<file path="src/rtl/aes_key_schedule_gen.sv">
// AES key-schedule generator for 128/192/256-bit keys: expands the cipher key one
// 32-bit word per cycle and streams round keys 0..NR over a valid/ready handshake.
module aes_key_schedule_gen #(
    parameter int unsigned KEY_BITS = 128
) (
    input  logic                clk_i,
    input  logic                rst_n,
    input  logic                start_i,
    input  logic [KEY_BITS-1:0] key_i,
    output logic [127:0]        rk_o,
    output logic                rk_valid_o,
    input  logic                rk_ready_i,
    output logic [3:0]          rk_idx_o,
    output logic                busy_o,
    output logic                done_o
);

    localparam int NK    = KEY_BITS / 32;
    localparam int NR    = NK + 6;
    localparam int TOTAL = 4 * (NR + 1);

    localparam logic [5:0] TotalWords = 6'(TOTAL);
    localparam logic [5:0] NkWords    = 6'(NK);
    localparam logic [2:0] NkLast     = 3'(NK - 1);
    localparam logic [3:0] NrIdx      = 4'(NR);

    if (!(KEY_BITS == 128 || KEY_BITS == 192 || KEY_BITS == 256)) begin : g_bad_key_bits
        $error("aes_key_schedule_gen: KEY_BITS must be 128, 192 or 256");
    end

    localparam logic [0:255][7:0] SBOX = {
        128'h637c777bf26b6fc53001672bfed7ab76, 128'hca82c97dfa5947f0add4a2af9ca472c0,
        128'hb7fd9326363ff7cc34a5e5f171d83115, 128'h04c723c31896059a071280e2eb27b275,
        128'h09832c1a1b6e5aa0523bd6b329e32f84, 128'h53d100ed20fcb15b6acbbe394a4c58cf,
        128'hd0efaafb434d338545f9027f503c9fa8, 128'h51a3408f929d38f5bcb6da2110fff3d2,
        128'hcd0c13ec5f974417c4a77e3d645d1973, 128'h60814fdc222a908846eeb814de5e0bdb,
        128'he0323a0a4906245cc2d3ac629195e479, 128'he7c8376d8dd54ea96c56f4ea657aae08,
        128'hba78252e1ca6b4c6e8dd741f4bbd8b8a, 128'h703eb5664803f60e613557b986c11d9e,
        128'he1f8981169d98e949b1e87e9ce5528df, 128'h8ca1890dbfe6426841992d0fb054bb16
    };

    typedef enum logic [1:0] {StIdle, StExpand, StDone} state_e;

    function automatic logic [31:0] sub_word(input logic [31:0] w);
        return {SBOX[w[31:24]], SBOX[w[23:16]], SBOX[w[15:8]], SBOX[w[7:0]]};
    endfunction

    function automatic logic [7:0] xtime(input logic [7:0] b);
        return {b[6:0], 1'b0} ^ (b[7] ? 8'h1b : 8'h00);
    endfunction

    state_e                 state_q, state_d;
    logic [NK-1:0][31:0]    win_q, win_d;      // win_q[0] = w[i-NK], win_q[NK-1] = w[i-1]
    logic [5:0]             word_cnt_q, word_cnt_d;
    logic [2:0]             word_mod_q, word_mod_d;
    logic [7:0]             rcon_q, rcon_d;
    logic [95:0]            part_q, part_d;
    logic [1:0]             part_cnt_q, part_cnt_d;
    logic [3:0]             key_cnt_q, key_cnt_d;
    logic [127:0]           rk_q, rk_d;
    logic                   rk_valid_q, rk_valid_d;
    logic [3:0]             rk_idx_q, rk_idx_d;

    logic [31:0]            prev_word, temp_word, new_word;
    logic                   gen_en;

    always_ff @(posedge clk_i or negedge rst_n) begin
        if (!rst_n) begin
            state_q    <= StIdle;
            win_q      <= '0;
            word_cnt_q <= '0;
            word_mod_q <= '0;
            rcon_q     <= 8'h01;
            part_q     <= '0;
            part_cnt_q <= '0;
            key_cnt_q  <= '0;
            rk_q       <= '0;
            rk_valid_q <= 1'b0;
            rk_idx_q   <= '0;
        end else begin
            state_q    <= state_d;
            win_q      <= win_d;
            word_cnt_q <= word_cnt_d;
            word_mod_q <= word_mod_d;
            rcon_q     <= rcon_d;
            part_q     <= part_d;
            part_cnt_q <= part_cnt_d;
            key_cnt_q  <= key_cnt_d;
            rk_q       <= rk_d;
            rk_valid_q <= rk_valid_d;
            rk_idx_q   <= rk_idx_d;
        end
    end

    always_comb begin
        state_d    = state_q;
        win_d      = win_q;
        word_cnt_d = word_cnt_q;
        word_mod_d = word_mod_q;
        rcon_d     = rcon_q;
        part_d     = part_q;
        part_cnt_d = part_cnt_q;
        key_cnt_d  = key_cnt_q;
        rk_d       = rk_q;
        rk_valid_d = rk_valid_q;
        rk_idx_d   = rk_idx_q;

        prev_word = win_q[NK-1];
        temp_word = prev_word;
        if (word_mod_q == 3'd0) begin
            temp_word = sub_word({prev_word[23:0], prev_word[31:24]}) ^ {rcon_q, 24'h0};
        end else if (NK == 8 && word_mod_q == 3'd4) begin
            temp_word = sub_word(prev_word);
        end
        // The first NK words rotate the loaded key through the window unchanged.
        new_word = (word_cnt_q < NkWords) ? win_q[0] : (win_q[0] ^ temp_word);

        gen_en = (state_q == StExpand) && (word_cnt_q < TotalWords) &&
                 (!rk_valid_q || rk_ready_i);

        unique case (state_q)
            StIdle: begin
                if (start_i) begin
                    for (int j = 0; j < NK; j++) begin
                        win_d[j] = key_i[KEY_BITS-1-32*j -: 32];
                    end
                    word_cnt_d = '0;
                    word_mod_d = '0;
                    rcon_d     = 8'h01;
                    part_cnt_d = '0;
                    key_cnt_d  = '0;
                    state_d    = StExpand;
                end
            end
            StExpand: begin
                if (rk_valid_q && rk_ready_i) begin
                    rk_valid_d = 1'b0;
                    if (rk_idx_q == NrIdx) begin
                        state_d = StDone;
                    end
                end
                if (gen_en) begin
                    for (int j = 0; j < NK - 1; j++) begin
                        win_d[j] = win_q[j+1];
                    end
                    win_d[NK-1] = new_word;
                    word_cnt_d  = word_cnt_q + 6'd1;
                    word_mod_d  = (word_mod_q == NkLast) ? 3'd0 : word_mod_q + 3'd1;
                    if (word_mod_q == 3'd0 && word_cnt_q >= NkWords) begin
                        rcon_d = xtime(rcon_q);
                    end
                    if (part_cnt_q == 2'd3) begin
                        rk_d       = {part_q, new_word};
                        rk_valid_d = 1'b1;
                        rk_idx_d   = key_cnt_q;
                        key_cnt_d  = key_cnt_q + 4'd1;
                        part_cnt_d = '0;
                    end else begin
                        part_d     = {part_q[63:0], new_word};
                        part_cnt_d = part_cnt_q + 2'd1;
                    end
                end
            end
            StDone: begin
                state_d = StIdle;
            end
            default: begin
                state_d = StIdle;
            end
        endcase
    end

    assign rk_o       = rk_q;
    assign rk_valid_o = rk_valid_q;
    assign rk_idx_o   = rk_idx_q;
    assign busy_o     = (state_q == StExpand);
    assign done_o     = (state_q == StDone);

endmodule

</file>
<file path="config.mk">
export PLATFORM = sky130hd
export DESIGN_NAME = aes_key_schedule_gen
export DESIGN_NICKNAME = d
export VERILOG_FILES = /design/src/rtl/aes_key_schedule_gen.sv
export SDC_FILE = /design/constraint.sdc
export NUM_CORES = 1
export LEC_CHECK = 0
export ABC_CLOCK_PERIOD_IN_PS = 5400
export CAP_MARGIN = 20
export CELL_PAD_IN_SITES_DETAIL_PLACEMENT = 1
export CELL_PAD_IN_SITES_GLOBAL_PLACEMENT = 1
export CORE_MARGIN = 2
export CORE_UTILIZATION = 44
export DETAILED_ROUTE_END_ITERATION = 8
export PLACE_DENSITY = 0.89
export REMOVE_ABC_BUFFERS = 1
export SLEW_MARGIN = 20
export SYNTH_ARGS = -nofsm -noshare
export SYNTH_HDL_FRONTEND = slang
export SYNTH_SLANG_ARGS = --single-unit
</file>
<file path="constraint.sdc">
create_clock -name clk_i -period 5.4 [get_ports clk_i]
set_clock_uncertainty 0.2 [all_clocks]
set_input_delay 1.62 -clock clk_i [delete_from_list [all_inputs] [get_ports clk_i]]
set_output_delay 1.62 -clock clk_i [all_outputs]
set_load 0.02 [all_outputs]
</file>
; ---- Word level (Yosys, flattened, before mapping)
; Memories as Yosys holds them, arrays and structs flattened.
; Cells that the tools add are included.
[op_classes]
n_addsub = 4
n_mul = 0
div = 0
magnitude_cmp = 7
eq_ne = 11
shifts = 0
muxes = 40
bitwise = 8
reduce_logical = 15
[op_table]
columns = op, count
row1 = 128-bit 2-to-1 mux, 2
row2 = 128-bit one-hot mux with 2 select lines, 1
row3 = 8-bit 2-to-1 mux, 11
row4 = 32-bit 2-to-1 mux, 2
row5 = 32-bit bitwise XOR, 2
row6 = "9-bit >= comparator, second input constant", 4
row7 = 8-bit NOT with 9-bit output, 4
row8 = 8-bit one-hot mux with 2 select lines, 1
row9 = 2-bit 2-to-1 mux, 6
row10 = 4-bit 2-to-1 mux, 3
row11 = 6-bit 2-to-1 mux, 2
row12 = 6-bit one-hot mux with 2 select lines, 1
row13 = 3-bit AND reduction, 4
row14 = "2-bit by 1-bit != test with 1-bit output, second input constant", 5
row15 = 3-bit 2-to-1 mux, 3
row16 = 2-bit one-hot mux with 2 select lines, 2
row17 = 4-bit one-hot mux with 2 select lines, 1
row18 = 4-bit AND reduction, 2
row19 = 8-bit by 5-bit bitwise XOR with 8-bit output, 1
row20 = "6-bit by 1-bit adder with 6-bit output, second input constant", 1
row21 = "6-bit by 3-bit >= comparator with 1-bit output, second input constant", 1
row22 = "6-bit by 3-bit less-than comparator with 1-bit output, second input constant", 1
row23 = "6-bit less-than comparator, second input constant", 1
row24 = 3-bit one-hot mux with 2 select lines, 1
row25 = 17 further kinds, 23
[totals]
regBits = 382
latchBits = 0
mem_bits_rw = 0
romBits = 8192
inputBits = 132
out_inout_bits = 135
word_cells = 103
memories = 4
[memory_table]
columns = memory, depth, word_bits, rd, rd_clocked_by_memory_dff, wr, line_no
row1 = (name not given), 256, 8, 1, 0, 0, 45  ; return {SBOX[w[31:24]], SBOX[w[23:16]], SBOX[w[15:8]], SBOX[w[7:0]]};
row2 = (name not given), 256, 8, 1, 0, 0, 45
row3 = (name not given), 256, 8, 1, 0, 0, 45
row4 = (name not given), 256, 8, 1, 0, 0, 45

; ---- Logic depth before layout (Yosys ltp)
[logic_depth]
word_depth = 10
depth_mapped = 15
mapped_depth_nobuf = 11

; ---- Worst setup path after synthesis
; No wires, ideal clock.
[synth_path]
path_type = reg-to-reg
startpoint = register win_q (netlist bit prev_word[9])
endpoint = register part_q[18]
setup_time_ns = 0.133
t_arrival_ns = 3.428
required_time_ns = 5.067
setup_slack_ns = 1.639
path_stages_with_launch = 14
path_buffers = 3
synth_period_minus_slack_ns = 3.761
cell_sequence = dfrtp_1 -> buf_4 -> clkbuf_1 -> inv_1 -> ha_1 -> buf_2 -> nor2_1 -> nor3_1 -> a21o_1 -> mux4_2 -> mux4_2 -> o21a_1 -> o22ai_1 -> o31ai_1
[synth_via]
elab_chain_cells = 8
[synth_lines]
columns = item, line_no
row1 = "start, declared", 53  ; logic [NK-1:0][31:0] win_q, win_d;
row2 = "start signal, assigned", 82  ; win_q <= win_d;
row3 = 8-bit NOT with 9-bit output (implied by the code), 45
row4 = memory 256 x 8 bit, -
row5 = 8-bit 2-to-1 mux (implied by the code) (2 in series), 45
row6 = 32-bit bitwise XOR, 111  ; temp_word = sub_word({prev_word[23:0], prev_word[31:24]}) ^ {rcon_q, 24'h0};
row7 = 32-bit 2-to-1 mux, 110  ; if (word_mod_q == 3'd0) begin
row8 = 32-bit bitwise XOR, 116  ; new_word = (word_cnt_q < NkWords) ? win_q[0] : (win_q[0] ^ temp_word);
row9 = 32-bit 2-to-1 mux, 116
row10 = "end signal, assigned", 86  ; part_q <= part_d;
row11 = "end, declared", 57  ; logic [95:0] part_q, part_d;
; No other way between the ends. The select of a mux whose other input is x is not followed.
; A chain may end at the register's enable or synchronous reset.

; ---- Final worst setup path
[layout_path]
startpoint = register win_q (netlist bit prev_word[17])
endpoint = register part_q[24]
; The elaborated chain is that of the path after synthesis.

==> impl_metrics.toml <==
[worst_setup_path]
worstSetupPathType = "flip-flop to flip-flop"
crit_fanout = 19
cp.arrival_ps = 5140
r2r_end = "part_q[24]"
r2r_setup_slack_ps = 530
critPathCaptureType = "flip-flop"
critPathLaunch = "prev_word[17]"
r2r-start = "prev_word[17]"
worstPathRequired_ps = 5670
ff2ff_path_depth = 11
worst_setup_path_start_kind = "flip-flop"

[global_route]
use_met3 = 0.0777
overflow = 0
use_met1 = 0.504
antenna_found_initial = 2
top_usage_layer = "met2"
grt_max_degree = 135
use_met2 = 0.610
track_usage = 0.390
grt_pass1_vias = 32950
grt_pass1_wl_um = 209000

[die]
die-area_um2 = 69300
fp.dieH_um = 263
num_rows = 95
die_x_um = 263
start_util = 0.443
core_um2 = 66800
io_pins = 267

[layout]
nets = 4120
fin_cells = 4834
drive_above_1_share = 0.0960
final_common_cell = "nand2_1"
area_growth_syn_to_layout_pct = 16.8
final_cell_mix = "793 x nand2_1, 373 x nor2_1, 369 x dfrtp_1"

[logic_synthesis]
ys_seq_elements = 382
async_flop_share = 1.00
yosysTopAreaCell = "dfrtp_1"
netlist_area_um2 = 29600
syn_avg_cell_area_um2 = 7.65
synthDistinctLibCells = 98
yosysSeqAreaShare = 0.323
synth_edf_count = 0
synth.top_cell.area_share = 0.322
syn_inst = 3863
yosysWarnings = 0
synthFlopType = "dfrtp_1"
synth.area.top_cells = "dfrtp_1 32%, nand2_1 10%, nor2_1 4.8%"

[placement]
hpwl_um = 96600
dpl.cell_count = 4747
place_congestion = 1.06
io_buffers = 266

[min_path]
whs_path_depth = 2
holdPathEnd = "rk_o[41]"
worstHoldStart = "rk_o[41]"
hp-class = "flip-flop to flip-flop"

[sta]
period_share = 0.902
fmax_ghz = 0.205
rsz0062_at_grt = "no"
relSlewSlack = 0.265
worstMarginPinSlew_ps = 1100
min_period_ps = 4870
setup_viol = 0
hold_viol = 0
maxSlewViolCount = 0

[clocking]
htreeDepth = 2
tritoncts = "built"
holdBufCountCts = 0
cts_sinks = 382
cts_resized = 0
numCtsBuffers = 46
ctsLongestPathBuffers = 3
clock-root-buffer = "clkbuf_16"
clk_pin_slew_ps = 60
post_cts_buffers = 0
clk-insertion-delay-late_ps = 610

[detailed_routing]
viasPerCell = 6.79
wire_per_inst_um = 28.7
drt-initial-drc-count = 4158
first_pass_iters = 6
ant_nets = 0
drc = 0
routed_wl_um = 139000
vias = 32801

[run_status]
run_status = "finished clean"

[flow_run]
max_cap_violations = 0
metrics by stage:
| step | setup slack [ps] | utilization | TNS [ps] | cell area [um^2] | hold slack, ps |
|---|---|---|---|---|---|
| after global routing | 438 | 0.517 | 0 | 34500 | 302 |
| after floorplan | -1790 | - | -418970 | 27700 | 239 |
| after detailed placement | 767 | 0.493 | 0 | 32900 | 261 |
| after CTS | 769 | 0.517 | 0 | 34500 | 278 |
| final | 528 | 0.517 | 0 | 34500 | 276 |
| after global placement | 724 | 0.493 | 0 | 32900 | 255 |
worst max-delay path: stages (launching register included):
cell and delay (ps):
dfrtp_1 680, inv_1 340, ha_1 950, nand2b_1 220
o21ai_0 100, mux4_2 470, a221oi_1 540, a311oi_1 230
a2111oi_0 480, nor2_1 140, xnor2_1 260, o21ai_1 120
sequential cells by signal (all words and copies together), names as in the netlist:
| signal | count |
|---|---|
| rk_idx_o | 4 |
| word_mod_q | 3 |
| part_cnt_q | 2 |
| part_q | 96 |
| rcon_q | 8 |
| key_cnt_q | 4 |
| word_cnt_q | 6 |
| state_q | 2 |
| rk_valid_o | 1 |
| rk_o | 128 |
| prev_word | 32 |
| win_q | 96 |
logic make-up (layout without fill, tap and decap cells):
family / count (synthesis) / after routing / share of synthesized area
mux: 102 / 102 / 0.0589
other cells: 0 / 4 / 0
fa+ha+maj: 66 / 66 / 0.0279
flops: 382 / 382 / 0.323
compound gates: 1136 / 1136 / 0.257
buf+inv: 448 / 542 / 0.0677
xor+xnor: 42 / 42 / 0.0124
simple gates: 1687 / 1687 / 0.253
worst max-delay path by stage:
stage,to,cells after the start
after global placement,part_q[26],11
after CTS,part_q[26],11
after global routing,part_q[24],11
after floorplan,prev_word[22],6
final,part_q[24],11
after detailed placement,part_q[18],6
layout make-up:
type,instances,area (um^2)
multi-input combinational,3033,18100
timing repair buffer,411,3980
sequential,382,9590
clock buffer,62,1340
clock inverter,21,248
antenna,4,10.0
fill,8173,32300
tap,873,1090
inverter,48,180
synth_stat cells, types with 41 or more instances:
cell type / count
nor2b_1: 72
o22ai_1: 110
ha_1: 66
a311oi_1: 53
nor2_1: 375
o311ai_0: 41
o21ai_0: 250
a211oi_1: 44
dfrtp_1: 381
nand2b_1: 87
clkbuf_1: 220
o31ai_1: 42
mux4_2: 56
nand3_1: 108
nand2_1: 796
o211ai_1: 50
nor3_1: 84
a31oi_1: 58
a21oi_1: 200
buf_2: 123
layer usage:
layer / vias up / share of wire / wire length (um)
met5: - / 0 / 0
met4: 0 / 0.063 / 8700
met3: 489 / 0.098 / 13600
met2: 2056 / 0.45 / 62800
met1: 16261 / 0.39 / 53700
li1: 13995 / - / -
Power is left out: the tool's default activity adds up to more than one toggle a clock period on the data nets, which glitch-free logic cannot reach.
